## config.mk

```make
export PLATFORM = sky130hd
export DESIGN_NAME = rtype_imem_writer_flat
export DESIGN_NICKNAME = d
export VERILOG_FILES = /design/src/rtl/rtype_pkg.sv /design/src/rtl/rtype_imem_writer_if.sv /design/src/rtl/rtype_imem_writer_encoder.sv /design/src/rtl/rtype_imem_writer.sv /design/src/flat_wrapper.sv
export SDC_FILE = /design/constraint.sdc
export NUM_CORES = 1
export LEC_CHECK = 0
export BUFFER_PORTS_ARGS = -buffer_cell sky130_fd_sc_hd__clkbuf_2
export CAP_MARGIN = 20
export CORE_MARGIN = 5
export CORE_UTILIZATION = 46
export CTS_CLUSTER_DIAMETER = 200
export CTS_CLUSTER_SIZE = 12
export DETAILED_ROUTE_END_ITERATION = 10
export PLACE_DENSITY_LB_ADDON = 0.05
export SETUP_SLACK_MARGIN = 0.2
export SLEW_MARGIN = 20
export SYNTH_ARGS = -nofsm -noshare
export SYNTH_HDL_FRONTEND = slang
export SYNTH_SLANG_ARGS = --single-unit
```

## constraint.sdc

```tcl
create_clock -name clock -period 1.8 [get_ports clock]
set_input_delay 0.09 -clock clock [delete_from_list [all_inputs] [get_ports clock]]
set_output_delay 0.09 -clock clock [all_outputs]
set_load 0.05 [all_outputs]
```

## src/rtl/rtype_pkg.sv

```systemverilog
// Shared constants, FSM state and field-bundle type for the R-type instruction-memory writer.
package rtype_pkg;

  localparam logic [5:0] RTYPE_OPCODE = 6'b000000;

  localparam logic [5:0] FUNCT_ADD = 6'h20;
  localparam logic [5:0] FUNCT_SUB = 6'h22;
  localparam logic [5:0] FUNCT_AND = 6'h24;
  localparam logic [5:0] FUNCT_OR  = 6'h25;
  localparam logic [5:0] FUNCT_SLT = 6'h2A;

  typedef enum logic [1:0] {
    IDLE = 2'd0,
    LOAD = 2'd1,
    DONE = 2'd2
  } state_t;

  typedef struct packed {
    logic [4:0] rs;
    logic [4:0] rt;
    logic [4:0] rd;
    logic [4:0] shamt;
    logic [5:0] funct;
  } rtype_fields_t;

  // Functions the R-type datapath actually implements.
  function automatic logic funct_is_legal(input logic [5:0] funct);
    return (funct == FUNCT_ADD) || (funct == FUNCT_SUB) || (funct == FUNCT_AND) ||
           (funct == FUNCT_OR)  || (funct == FUNCT_SLT);
  endfunction

endpackage

```

## src/rtl/rtype_imem_writer_if.sv

```systemverilog
// Field stream, instruction-memory write port and load status of rtype_imem_writer.
interface rtype_imem_writer_if #(
  parameter int unsigned DEPTH = 32
);
  localparam int unsigned ADDR_W = $clog2(DEPTH);

  logic              start;
  logic              in_valid;
  logic              in_ready;
  logic [4:0]        in_rs;
  logic [4:0]        in_rt;
  logic [4:0]        in_rd;
  logic [4:0]        in_shamt;
  logic [5:0]        in_funct;
  logic              in_last;
  logic              imem_we;
  logic [ADDR_W-1:0] imem_addr;
  logic [31:0]       imem_wdata;
  logic              core_run;
  logic              done;
  logic [ADDR_W:0]   count;
  logic              err;

  modport master (
    output start, in_valid, in_rs, in_rt, in_rd, in_shamt, in_funct, in_last,
    input  in_ready, imem_we, imem_addr, imem_wdata, core_run, done, count, err
  );

  modport slave (
    input  start, in_valid, in_rs, in_rt, in_rd, in_shamt, in_funct, in_last,
    output in_ready, imem_we, imem_addr, imem_wdata, core_run, done, count, err
  );

endinterface

```

## src/rtl/rtype_imem_writer_encoder.sv

```systemverilog
// Packs R-type fields into a 32-bit instruction word and flags legal funct codes.
// Funct checking is compiled in only when RTYPE_FUNCT_CHECK_EN is defined.
module rtype_encoder
  import rtype_pkg::*;
(
  input  rtype_fields_t i_fields,
  output logic [31:0]   o_word_c,
  output logic          o_legal_c
);

  assign o_word_c = {RTYPE_OPCODE, i_fields.rs, i_fields.rt, i_fields.rd,
                     i_fields.shamt, i_fields.funct};

`ifdef RTYPE_FUNCT_CHECK_EN
  assign o_legal_c = funct_is_legal(i_fields.funct);
`else
  assign o_legal_c = 1'b1;
`endif

endmodule

```

## src/rtl/rtype_imem_writer.sv

```systemverilog
// Loads a stream of R-type field bundles into instruction memory, then releases the core.
// Optional illegal-funct rejection: RTYPE_FUNCT_CHECK_EN.
module rtype_imem_writer
  import rtype_pkg::*;
#(
  parameter int unsigned DEPTH = 32
) (
  input  logic             clock,
  input  logic             reset,
  rtype_imem_writer_if.slave bus
);

  localparam int unsigned   ADDR_W   = $clog2(DEPTH);
  localparam logic [ADDR_W:0] LAST_PTR = (ADDR_W+1)'(DEPTH - 1);
  localparam logic [ADDR_W:0] PTR_ONE  = (ADDR_W+1)'(1);

  state_t              r_state;
  logic [ADDR_W:0]     r_ptr;
  logic                r_in_ready;
  logic                r_we;
  logic [ADDR_W-1:0]   r_addr;
  logic [31:0]         r_wdata;
  logic                r_core_run;
  logic                r_done;
  logic                r_err;

  rtype_fields_t       w_fields;
  logic [31:0]         w_word;
  logic                w_legal;
  logic                w_accept;

  assign w_fields = '{rs: bus.in_rs, rt: bus.in_rt, rd: bus.in_rd,
                      shamt: bus.in_shamt, funct: bus.in_funct};
  assign w_accept = bus.in_valid && r_in_ready;

  rtype_encoder u_encoder (
    .i_fields  (w_fields),
    .o_word_c  (w_word),
    .o_legal_c (w_legal)
  );

  // Pointer doubles as the written-instruction count; it stops at DEPTH and never wraps.
  always_ff @(posedge clock or posedge reset) begin
    if (reset) begin
      r_state    <= IDLE;
      r_ptr      <= '0;
      r_in_ready <= 1'b0;
      r_we       <= 1'b0;
      r_addr     <= '0;
      r_wdata    <= '0;
      r_core_run <= 1'b0;
      r_done     <= 1'b0;
      r_err      <= 1'b0;
    end else begin
      r_we <= 1'b0;
      case (r_state)
        IDLE: begin
          if (bus.start) begin
            r_state    <= LOAD;
            r_ptr      <= '0;
            r_err      <= 1'b0;
            r_in_ready <= 1'b1;
          end
        end
        LOAD: begin
          if (w_accept) begin
            if (w_legal) begin
              r_we    <= 1'b1;
              r_addr  <= r_ptr[ADDR_W-1:0];
              r_wdata <= w_word;
              r_ptr   <= r_ptr + PTR_ONE;
              if (bus.in_last || (r_ptr == LAST_PTR)) begin
                r_state    <= DONE;
                r_in_ready <= 1'b0;
              end
              if (!bus.in_last && (r_ptr == LAST_PTR)) r_err <= 1'b1;
            end else begin
              r_err <= 1'b1;
              if (bus.in_last) begin
                r_state    <= DONE;
                r_in_ready <= 1'b0;
              end
            end
          end
        end
        DONE: begin
          if (bus.start) begin
            r_state    <= LOAD;
            r_ptr      <= '0;
            r_err      <= 1'b0;
            r_in_ready <= 1'b1;
            r_core_run <= 1'b0;
            r_done     <= 1'b0;
          end else begin
            r_core_run <= 1'b1;
            r_done     <= 1'b1;
          end
        end
        default: r_state <= IDLE;
      endcase
    end
  end

  assign bus.in_ready   = r_in_ready;
  assign bus.imem_we    = r_we;
  assign bus.imem_addr  = r_addr;
  assign bus.imem_wdata = r_wdata;
  assign bus.core_run   = r_core_run;
  assign bus.done       = r_done;
  assign bus.count      = r_ptr;
  assign bus.err        = r_err;

endmodule

```

## src/flat_wrapper.sv

```systemverilog
// flat-port wrapper written by rule: the top's interface ports become plain ports
module rtype_imem_writer_flat import rtype_pkg::*;
#(
  parameter int unsigned DEPTH = 32
)
  (clock, reset, bus_start, bus_in_valid, bus_in_rs, bus_in_rt, bus_in_rd, bus_in_shamt, bus_in_funct, bus_in_last, bus_in_ready, bus_imem_we, bus_imem_addr, bus_imem_wdata, bus_core_run, bus_done, bus_count, bus_err);
  rtype_imem_writer_if #(.DEPTH(DEPTH)) bus_i ();
  input  logic clock;
  input  logic reset;
  input wire logic [$bits(bus_i.start)-1:0] bus_start;
  input wire logic [$bits(bus_i.in_valid)-1:0] bus_in_valid;
  input wire logic [$bits(bus_i.in_rs)-1:0] bus_in_rs;
  input wire logic [$bits(bus_i.in_rt)-1:0] bus_in_rt;
  input wire logic [$bits(bus_i.in_rd)-1:0] bus_in_rd;
  input wire logic [$bits(bus_i.in_shamt)-1:0] bus_in_shamt;
  input wire logic [$bits(bus_i.in_funct)-1:0] bus_in_funct;
  input wire logic [$bits(bus_i.in_last)-1:0] bus_in_last;
  output wire logic [$bits(bus_i.in_ready)-1:0] bus_in_ready;
  output wire logic [$bits(bus_i.imem_we)-1:0] bus_imem_we;
  output wire logic [$bits(bus_i.imem_addr)-1:0] bus_imem_addr;
  output wire logic [$bits(bus_i.imem_wdata)-1:0] bus_imem_wdata;
  output wire logic [$bits(bus_i.core_run)-1:0] bus_core_run;
  output wire logic [$bits(bus_i.done)-1:0] bus_done;
  output wire logic [$bits(bus_i.count)-1:0] bus_count;
  output wire logic [$bits(bus_i.err)-1:0] bus_err;
  assign bus_i.start = bus_start;
  assign bus_i.in_valid = bus_in_valid;
  assign bus_i.in_rs = bus_in_rs;
  assign bus_i.in_rt = bus_in_rt;
  assign bus_i.in_rd = bus_in_rd;
  assign bus_i.in_shamt = bus_in_shamt;
  assign bus_i.in_funct = bus_in_funct;
  assign bus_i.in_last = bus_in_last;
  assign bus_in_ready = bus_i.in_ready;
  assign bus_imem_we = bus_i.imem_we;
  assign bus_imem_addr = bus_i.imem_addr;
  assign bus_imem_wdata = bus_i.imem_wdata;
  assign bus_core_run = bus_i.core_run;
  assign bus_done = bus_i.done;
  assign bus_count = bus_i.count;
  assign bus_err = bus_i.err;
  rtype_imem_writer #(.DEPTH(DEPTH)) u_core (.clock(clock), .reset(reset), .bus(bus_i));
endmodule
```

Yosys cells after proc, flatten, opt, wreduce, memory -nomap -nowiden
Cells that the tools add are included.
- add/sub/neg operators: 1
- multiply operators: 0
- divide/modulo/power cells: 0
- magnitude comparators: 0
- equal/unequal tests: 7
- shift operators: 0
- multiplexer cells: 18
- bitwise operators: 0
- reductions and logical operators: 12
- operator list (cell ; count):
    two-way mux 6 bit ; 2
    case mux 6 bit (2 select lines) ; 1
    two-way mux 1 bit ; 9
    != test 2 x 1 -> 1 bit, second input constant ; 4
    AND reduction 4 bit ; 2
    adder 6 x 1 -> 6 bit, second input constant ; 1
    == test 6 x 5 -> 1 bit, second input constant ; 1
    two-way mux 2 bit ; 3
    AND reduction 3 bit ; 2
    case mux 1 bit (2 select lines) ; 2
    case mux 2 bit (2 select lines) ; 1
    == test 2 x 1 -> 1 bit, second input constant ; 1
    == test 2 bit, second input constant ; 1
    logical AND 1 bit ; 2
    logical NOT 2 bit ; 1
    AND reduction 2 bit ; 1
    nonzero test 2 bit ; 1
    OR reduction 2 bit ; 1
    logical NOT 1 bit ; 1
    logical OR 1 bit ; 1
- bits in registers: 43
- bits in latches: 0
- RAM bits: 0
- memory bits (read-only): 0
- input bits: 31
- memories: 0

Depth between registers and ports, before layout
Gate-level depths: netlist of the first run.
- depth after elaboration: 5
- mapped depth: 4
- gate-level depth less buffers: 4

Modules after synthesis
From an unflattened synthesis of the first run, not the netlist that was laid out.
- cells, all modules: 175
- area total of the unflattened synthesis: 2352.3 µm²
- by module, submodules not included (module ; times used ; cells each ; area each (µm²) ; seq. area each (µm²)):
    rtype_imem_writer ; 1 ; 140 ; 2097.0 ; 1226.2
    rtype_encoder ; 1 ; 35 ; 255.2 ; 0.0

Least setup slack after synthesis of the first run
No wires, ideal clock.
- path kind: register to register
- from: register u_core.r_in_ready (netlist: u_core.bus.in_ready)
- to: register u_core.r_ptr[5] (netlist: u_core.bus.count[5])
- library setup time: 0.077 ns
- arrival time: 1.565 ns
- required time: 1.723 ns
- slack: 0.158 ns
- cell stages (with the launch flop): 4
- buffers on the path: 0
- cells stage by stage: dfrtp_1 nand4b_2 or4_1 a21oi_1
- longest elaborated chain between the ends: 3
- RTL lines (element ; RTL line ; source):
    from (decl) ; rtype_imem_writer.sv:19 ; logic r_in_ready;
    from (signal assigned) ; rtype_imem_writer.sv:47 ; r_in_ready <= 1'b0;
    from (signal assigned) ; rtype_imem_writer.sv:62 ; r_in_ready <= 1'b1;
    from (signal assigned) ; rtype_imem_writer.sv:74 ; r_in_ready <= 1'b0;
    logical AND 1 bit ; rtype_imem_writer.sv:34 ; assign w_accept = bus.in_valid && r_in_ready;
    != test 2 x 1 -> 1 bit (no line) ; - ;
    AND reduction 3 bit (no line) ; - ;
    to (signal assigned) ; rtype_imem_writer.sv:71 ; r_ptr <= r_ptr + PTR_ONE;
    to (decl) ; rtype_imem_writer.sv:18 ; logic [ADDR_W:0] r_ptr;
Every way passes these cells.
A chain may end at the register's enable or synchronous reset.

Worst setup path in the final report of the first run
- from: register u_core.r_state[1]
- to: register u_core.r_ptr[3] (netlist: u_core.bus.count[3])
- longest elaborated chain between the ends: 4
- elaborated cells on any way between the ends: 9
- RTL lines (element ; RTL line ; source):
    from (decl) ; rtype_imem_writer.sv:17 ; state_t r_state;
    from (signal assigned) ; rtype_imem_writer.sv:45 ; r_state <= IDLE;
    from (signal assigned) ; rtype_imem_writer.sv:59 ; r_state <= LOAD;
    from (signal assigned) ; rtype_imem_writer.sv:73 ; r_state <= DONE;
    == test 2 bit / logical NOT 2 bit (equally long branches) ; rtype_imem_writer.sv:56 ; case (r_state)
    OR reduction 2 bit (no line) ; - ;
    != test 2 x 1 -> 1 bit (no line) / nonzero test 2 bit (equally long branches) ; - ;
    AND reduction 3 bit (no line) ; - ;
Parallel ways exist; a longest one is shown, timed or not.

==> flow_summary.toml, run 1 <==
[power]
p_switching_uw = 2330
intPower_uw = 2320
peakVddDrop_mv = 1.18
power_density_mw_per_mm2 = 2080
power_frac_clock_pct = 11.7
pwr-share-seq_pct = 33.9
combPwrFrac_pct = 54.3
p_leak_uw = 0.00114
switching_share_pct = 50.2

[grt]
grt_pass1_wl_um = 6020
grt_max_degree = 44
grt_usage_pct = 15.1
first_global_vias = 1325
antenna_found_initial = 0
grt_overflow = 0

[routing]
postRouteAntennaNets = 0
num_vias = 1196
firstDrtPassIters = 2
via_per_inst = 4.75
drt_iter0_drc = 33
drcViolationCount = 0
routedWlPerCell_um = 13.9
routed_wirelength_um = 3500

[clock_tree]
path_clk_slew_ns = 0.07
clock_path_buffers = 2
clkLatencyLatePin_ns = 0.29
cts_hold_buf = 1
postCtsSetupBuffers = 0
cts_buffers = 5
h-tree-depth = 2
post_cts_resized = 0
cts_tree = "yes"
cts.sinks = 43
clockRootBuffer = "clkbuf_8"

[timing]
skew_ns = 0.00696
post-route-period-util_pct = 80.7
setup_slack_ns = 0.347
finalCriticalPeriod_ns = 1.45
max_slew_margin_pct = 64.4
worst_slew_pin_slew_ns = 0.535
setup_violations = 0
drv_slew = 0
finalSetupTns_ns = 0
hold_viol_final = 0
max_freq_mhz = 688
rsz0062_at_grt = "no"

[outcome]
outcome = "complete, no violations"

[die]
rows = 22
start_util_pct = 47.6
dieHeight_um = 71.6
core_area_mm2 = 0.00366
ios = 79
die_w_um = 71.6
dieArea_mm2 = 0.00512

[layout]
final_area_mm2 = 0.00224
syn_to_final_growth_pct = 28.4
drive_gt1_share_pct = 56.4
layout_commonest_cell = "clkbuf_2"
diodes = 0
final_nets = 237
final_cell_mix = "clkbuf_2, dfrtp_1, mux2_2"

[synthesis]
synth.yosys.seq_area_share_pct = 61.7
synth_seq_cells = 43
yosys.area.top_type_share_pct = 61.7
yosysWarnings = 0
syn_inst = 127
syn-cell-area_mm2 = 0.00174
yosys-top-cells-area = "dfrtp_1, mux2_2, buf_4"
synth-adder-area-share_pct = 0.718
yosysUniqueCellTypes = 25
synth-simple-area-share_pct = 6.53
synth_top_family_by_area = "multiplexers"
yosys.area.top_type = "dfrtp_1"
syn_avg_cell_area_um2 = 13.7
synth_mux_area_share_pct = 20.0
synth_compound_area_share_pct = 5.60
synth-xor-area-share_pct = 0

[worst_setup_path]
rr_worst_depth = 4
worstPathRequired_ns = 2.02
crit_chain = "nand4b_2, buf_12, or3_1, a21oi_1"
cp_max_fo = 24
cp_slowest_cell = "dfrtp_1"
arrival_ns = 1.67
path_buf_inv = 1
path_class = "flip-flop to flip-flop"
cp.depth = 4
critPathTopFamily = "simple AND/OR/NAND/NOR gates"
endpoint_kind = "flip-flop"
max_stage_delay_ns = 0.39
critPathLaunchType = "flip-flop"

[placement]
dp.final_hpwl_um = 2670
gp_congestion = 0.851
dpl-instance-area_mm2 = 0.00215
place_ws_ns = 0.359
port-buffer-count = 72

[min_path]
hold_class = "input pin to flip-flop"
whs_path_depth = 2

[run]
maxCapViolCount = 0
[synth_stat cells]
library cell	number
o21a_1	1
o21ai_0	6
a21oi_1	4
clkbuf_1	1
a31oi_1	1
ha_1	1
dfrtp_1	43
nor2b_1	2
o31ai_1	1
nand2_1	2
a41oi_1	1
conb_1	1
inv_1	5
mux2_2	31
nand3_1	4
a21bo_2	1
nand4b_2	1
buf_2	3
nor2_1	2
buf_4	7
nor4_1	1
nand2b_1	2
or4_1	1
o21bai_1	1
or3_1	4
[worst reg2reg max path: stages (launching register included)]
cell	delay, ns
dfrtp_1	0.39
nand4b_2	0.28
buf_12	0.22
or3_1	0.35
a21oi_1	0.14
[layer usage]
metal | wire length [µm] | global-route usage, % | up-vias
met1 | 1280 | 15.8 | 562
met4 | 59 | 5.85 | 0
met5 | 0 | 0 | -
met3 | 314 | 6.03 | 6
li1 | - | - | 585
met2 | 1840 | 26.9 | 43
[final timing paths]
| path | start | endpoint | slack [ns] |
|---|---|---|---|
| max | u_core.r_state[1] | u_core.bus.count[3] | 0.35 |
| min | bus_in_valid | u_core.bus.in_ready | 0.02 |
| max reg2reg | u_core.r_state[1] | u_core.bus.count[3] | 0.35 |
| min reg2reg | u_core.bus.err | u_core.bus.err | 0.50 |
| max in group asynchronous | reset | u_core.bus.in_ready | 0.96 |
| min in group asynchronous | reset | u_core.bus.imem_wdata[13] | 0.46 |
[sequential cells by signal, summed over array words and instances, names as in the netlist]
signal                 flops
u_core.bus.count           6
u_core.bus.in_ready        1
u_core.bus.done            1
u_core.bus.imem_we         1
u_core.bus.imem_wdata     26
u_core.bus.imem_addr       5
u_core.bus.err             1
u_core.r_state             2
[area by class of cell]
class                           count  area (µm²)
Clock buffer                        6        72.6
Timing Repair Buffer               77         413
Sequential cell                    43        1080
Multi-Input combinational cell     73         596
Tap cell                           48        60.1
Inverter                            5        18.8
Fill cell                         287        1420
[cells by family (layout without fill, tap and decap cells)]
family | after synthesis | after routing
other cells | 1 | 6
buf+inv | 16 | 88
compound gates | 16 | 16
mux | 31 | 31
fa+ha+maj | 1 | 1
flops | 43 | 43
simple gates | 19 | 19
[power by group through the flow]
stage | combinational (µW) | sequential [µW] | clock, µW
after floorplan | 697 | 2870 | 0
after global placement | 2520 | 1570 | 0
after detailed placement | 2550 | 1600 | 0
after CTS | 2560 | 1580 | 572
after global routing | 2650 | 1640 | 617
final | 2530 | 1580 | 546
[per-stage QoR]
step	hold WS, ns	total power, µW	utilization (%)	instances
6_report	0.0222	4650	61.1	252
5_1_grt	0.0179	4910	61.1	252
4_1_cts	0.0113	4710	61.1	252
3_5_place_dp	0.231	4150	58.9	245
3_3_place_gp	0.220	4090	58.9	245
2_1_floorplan	0.183	3570	-	132
Note: power is estimated with default switching activity, not from simulation.
==> inputs of run 2 (changes only) <==
==> constraint.sdc (replaced) <==
create_clock -name clock -period 1.4 [get_ports clock]
set_input_delay 0.07 -clock clock [delete_from_list [all_inputs] [get_ports clock]]
set_output_delay 0.07 -clock clock [all_outputs]
set_load 0.05 [all_outputs]
==> run 2 against run 1 <==
Net effect:
- cell count rose by 6.0%
- largest cell class unchanged
- wire length is 18% higher
- setup slack lost 0.25 ns
==> flow_summary.toml, run 2 (same netlist as run 1, synthesis figures left out) <==
[die]
die_w_um = 71.6
rows = 22
ios = 79
core_area_mm2 = 0.00366
dieArea_mm2 = 0.00512
start_util_pct = 47.6
dieHeight_um = 71.6

[timing]
setup_slack_ns = 0.0960
finalSetupTns_ns = 0
setup_violations = 0
rsz0062_at_grt = "yes"
drv_slew = 0
worst_slew_pin_slew_ns = 0.545
post-route-period-util_pct = 93.1
skew_ns = 0.00665
max_slew_margin_pct = 63.5
max_freq_mhz = 767
hold_viol_final = 0
finalCriticalPeriod_ns = 1.30

[placement]
port-buffer-count = 72
dp.final_hpwl_um = 2900
placed_cells = 248
place_ws_ns = 0.0493
gp_congestion = 0.860

[run]
maxCapViolCount = 0

[power]
pwr-share-seq_pct = 31.1
power_frac_clock_pct = 13.4
p_leak_uw = 0.00127
peakVddDrop_mv = 1.47
finalPower_uw = 6710
combPwrFrac_pct = 55.5
p_switching_uw = 3220
power_density_mw_per_mm2 = 2620
intPower_uw = 3490
switching_share_pct = 48.0

[layout]
seq_area_mm2 = 0.00109
final_cell_mix = "clkbuf_2, dfrtp_1, mux2_2"
layout_commonest_cell = "clkbuf_2"
final_util_pct = 70.0
largest_reg_flops = 26
fillers = 266
syn_to_final_growth_pct = 46.9
multi_input_area_um2 = 728
final_cells = 267
drive_gt1_share_pct = 67.6
diodes = 0
final_nets = 251

[worst_setup_path]
cp-startpoint = "u_core.r_state[1]"
rr_worst_depth = 3
worstPathRequired_ns = 1.62
endpoint_kind = "flip-flop"
cp_max_fo = 5
r2r_start = "u_core.r_state[1]"
arrival_ns = 1.53
cp_slowest_cell = "dfrtp_2"
max_stage_delay_ns = 0.44
critPathLaunchType = "flip-flop"
path_class = "flip-flop to flip-flop"
worst_r2r_endpoint = "u_core.bus.count[5]"
crit_chain = "nand4b_4, or4_4, a21oi_2"
reg2reg_slack_ns = 0.1

[clock_tree]
cts_tree = "yes"
clock_path_buffers = 2
clockRootBuffer = "clkbuf_8"
clkLatencyLatePin_ns = 0.29
path_clk_slew_ns = 0.07
h-tree-depth = 2
cts.sinks = 43
cts_buffers = 5

[outcome]
outcome = "complete, no violations"

[routing]
via_per_inst = 4.99
drt_iter0_drc = 46
firstDrtPassIters = 4
routed_wirelength_um = 4120
drcViolationCount = 0
postRouteAntennaNets = 0
routedWlPerCell_um = 15.4
num_vias = 1333

[grt]
grt_pass1_wl_um = 6930
grt_max_degree = 30
grt_usage_pct = 17.5
grt_overflow = 0
first_global_vias = 1465
antenna_found_initial = 0

[min_path]
whs_path_depth = 2
min_to = "u_core.bus.imem_wdata[4]"
hold_class = "input pin to flip-flop"
hp-start = "bus_in_funct[4]"
-- run 2: cell types whose count changed in the layout (fill, tap and decap cells not counted), moves of 3 or more --
cell | before | now
nand4b_4 | 0 | 3
buf_6 | 0 | 12
nand3_1 | 4 | 1
dfrtp_1 | 42 | 35
clkbuf_2 | 72 | 69
dfrtp_2 | 1 | 8
-- run 2: final cells by class --
| class | instances | area share [%] |
|---|---|---|
| clock buffers | 6 | 2.83 |
| well taps | 48 | 2.34 |
| multi-input cells | 75 | 28.4 |
| clock inverters | 1 | 1.17 |
| repair buffers | 89 | 22.1 |
| inverters | 5 | 0.733 |
| flip-flops and latches | 43 | 42.4 |
-- run 2: worst max-delay path: cells and delay by family, from the launching register on --
family           cells  cell delay (ns)
AND/OR/NAND/NOR      2             0.67
flip-flops           1             0.44
AO/OA/AOI/OAI        1             0.13
-- run 2: worst max-delay path by stage --
stage | end | slack (ns) | cells after the start
floorplan | u_core.bus.count[5] | 0.05 | 3
global placement | u_core.bus.imem_wdata[1] | 0.11 | 3
detailed placement | u_core.bus.count[5] | 0.05 | 3
CTS | u_core.bus.count[5] | 0.12 | 3
global route | u_core.bus.count[5] | 0.04 | 3
finish | u_core.bus.count[5] | 0.1 | 3
-- run 2: what timing repair did --
action,in CTS,in global routing
gates resized for setup,12,24
pin swaps,7,3
hold buffers,1,0
gates cloned,3,0
setup endpoints to repair,39,44
setup buffers,5,3
endpoints found under the hold margin,14,0
-- run 2: metal layers --
layer  vias up  share of wire (%)  GRT usage (%)
met5         -                  0              0
met4         0                1.7           7.10
met3         8                8.7           6.73
met2        60                 53           29.9
met1       641                 36           19.6
li1        624                  -              -
-- run 2: power groups by stage --
stage                     registers (µW)  logic, µW  clock network [µW]
after floorplan                     3720        953                   0
after global placement              2040       3290                   0
after detailed placement            2070       3350                   0
after CTS                           2080       3570                 926
after global routing                2170       3930                 974
final                               2090       3720                 899
-- run 2: metrics by stage --
| stage | hold slack, ns | cell area [µm²] |
|---|---|---|
| 2_1_floorplan | 0.173 | 1820 |
| 3_3_place_gp | 0.0430 | 2210 |
| 3_5_place_dp | 0.0589 | 2210 |
| 4_1_cts | 0.00453 | 2460 |
| 5_1_grt | 0.00136 | 2560 |
| 6_report | 0.0143 | 2560 |
==> inputs of run 3 (changes only) <==
--- a/config.mk
+++ b/config.mk
@@ -7,13 +7,13 @@
 export LEC_CHECK = 0
 export BUFFER_PORTS_ARGS = -buffer_cell sky130_fd_sc_hd__clkbuf_2
 export CAP_MARGIN = 20
+export CORE_ASPECT_RATIO = 0.9
 export CORE_MARGIN = 5
 export CORE_UTILIZATION = 46
 export CTS_CLUSTER_DIAMETER = 200
 export CTS_CLUSTER_SIZE = 12
 export DETAILED_ROUTE_END_ITERATION = 10
 export PLACE_DENSITY_LB_ADDON = 0.05
-export SETUP_SLACK_MARGIN = 0.2
 export SLEW_MARGIN = 20
 export SYNTH_ARGS = -nofsm -noshare
 export SYNTH_HDL_FRONTEND = slang
==> run 3 against run 2 <==
Net effect:
- critical endpoint is now u_core.bus.count[4]
- clock skew decreased by 0.0030 ns
- via count decreased by 4.9%
- largest power group unchanged
- die area about the same
- flip-flop and latch count unchanged
==> flow_summary.toml, run 3 (same netlist as run 1, synthesis figures left out) <==
[outcome]
outcome = "complete, no violations"

[worst_setup_path]
endpoint_kind = "flip-flop"
worstPathRequired_ns = 1.62
crit_chain = "nand4b_4, buf_4, or3_1, a21oi_1"
arrival_ns = 1.56
cp_slowest_cell = "dfrtp_1"
cp_max_fo = 7
critPathLaunchType = "flip-flop"
path_class = "flip-flop to flip-flop"
max_stage_delay_ns = 0.39

[timing]
skew_ns = 0.00365
setup_violations = 0
max_freq_mhz = 746
rsz0062_at_grt = "yes"
finalCriticalPeriod_ns = 1.34
worst_slew_pin_slew_ns = 0.748
setup_slack_ns = 0.0587
post-route-period-util_pct = 95.8
hold_viol_final = 0
drv_slew = 0
max_slew_margin_pct = 49.8

[routing]
routed_wirelength_um = 3690
drt_iter0_drc = 52
via_per_inst = 4.93
firstDrtPassIters = 4
postRouteAntennaNets = 0
num_vias = 1268
routedWlPerCell_um = 14.4
drcViolationCount = 0

[layout]
final_nets = 242
fillers = 302
final_area_mm2 = 0.00232
diodes = 0
layout_commonest_cell = "clkbuf_2"
final_cell_mix = "clkbuf_2, dfrtp_1, mux2_2"
drive_gt1_share_pct = 59.7
largest_reg_flops = 26
syn_to_final_growth_pct = 33.0

[clock_tree]
clkLatencyLatePin_ns = 0.29
clock_path_buffers = 2
clockRootBuffer = "clkbuf_8"
h-tree-depth = 2
cts.sinks = 43
path_clk_slew_ns = 0.07
cts_tree = "yes"
cts_buffers = 5

[run]
maxCapViolCount = 0

[placement]
gp_congestion = 0.790
dpl-instance-area_mm2 = 0.00218
place_ws_ns = -0.0482
dp.final_hpwl_um = 2920
port-buffer-count = 72

[die]
core_area_mm2 = 0.00368
dieArea_mm2 = 0.00512
ios = 79
die_w_um = 74.9
dieHeight_um = 68.4
rows = 21
start_util_pct = 47.4

[grt]
grt_pass1_wl_um = 5820
grt_usage_pct = 15.1
first_global_vias = 1246
grt_overflow = 0
grt_max_degree = 25
antenna_found_initial = 0

[power]
p_leak_uw = 0.00119
power_density_mw_per_mm2 = 2680
peakVddDrop_mv = 1.32

[min_path]
hold_class = "input pin to flip-flop"
run 3: final cells by class:
| type | count | area [µm²] | share of cell area (%) |
|---|---|---|---|
| clock buffer | 8 | 100 | 4.32 |
| inverter | 5 | 18.8 | 0.809 |
| multi-input combinational | 73 | 612 | 26.4 |
| sequential | 43 | 1080 | 46.6 |
| tap | 46 | 57.6 | 2.48 |
| timing repair buffer | 82 | 450 | 19.4 |
run 3: report_power, final:
group | switching (µW) | leakage [µW] | total [µW] | internal (µW)
clock | 392 | 0.0000515 | 842 | 450
sequential | 292 | 0.000529 | 2040 | 1750
combinational | 2380 | 0.000605 | 3330 | 950
run 3: critical path, delay by kind of cell, from the launching register on:
| family | cells | cell delay (ns) |
|---|---|---|
| compound gates | 1 | 0.15 |
| simple gates | 2 | 0.55 |
| buf+inv | 1 | 0.17 |
| flops | 1 | 0.39 |
run 3: path summary, 6_finish.rpt:
kind / cells past startpoint / start / end / slack, ns
worst max-delay path: 4 / u_core.r_state[1] / u_core.bus.count[4] / 0.06
worst min-delay path: 2 / bus_in_rt[2] / u_core.bus.imem_wdata[18] / 0.009
worst max register to register: 4 / u_core.r_state[1] / u_core.bus.count[4] / 0.06
worst min register to register: 1 / u_core.bus.imem_addr[0] / u_core.bus.imem_addr[0] / 0.51
max in group asynchronous: 4 / reset / u_core.bus.count[0] / 0.53
min in group asynchronous: 3 / reset / u_core.bus.imem_wdata[9] / 0.35
run 3: what timing repair did:
item,CTS,global route
resized for setup,1,2
buffers inserted,0,1
endpoints found under the hold margin,19,0
hold buffers,1,0
pin swaps,0,1
endpoints found under the setup margin,3,3
run 3: metrics by stage:
step	TNS (ns)	util, %	total power (µW)	cells	hold WS (ns)
6_report	0	63.0	6210	257	0.00872
5_1_grt	-0.0410	63.0	6540	257	0.00992
4_1_cts	0	62.6	6260	256	0.00190
3_5_place_dp	-0.0937	59.4	5410	247	0.118
3_3_place_gp	0	59.4	5300	247	0.109
2_1_floorplan	-0.122	-	4590	132	0.163
run 3: per-layer routing:
| metal | track usage (%) | share of wire [%] | vias to the layer above |
|---|---|---|---|
| li1 | - | - | 594 |
| met5 | 0 | 0 | - |
| met2 | 24.9 | 51 | 63 |
| met4 | 5.33 | 1.3 | 0 |
| met1 | 19.1 | 39 | 605 |
| met3 | 4.26 | 9.3 | 6 |
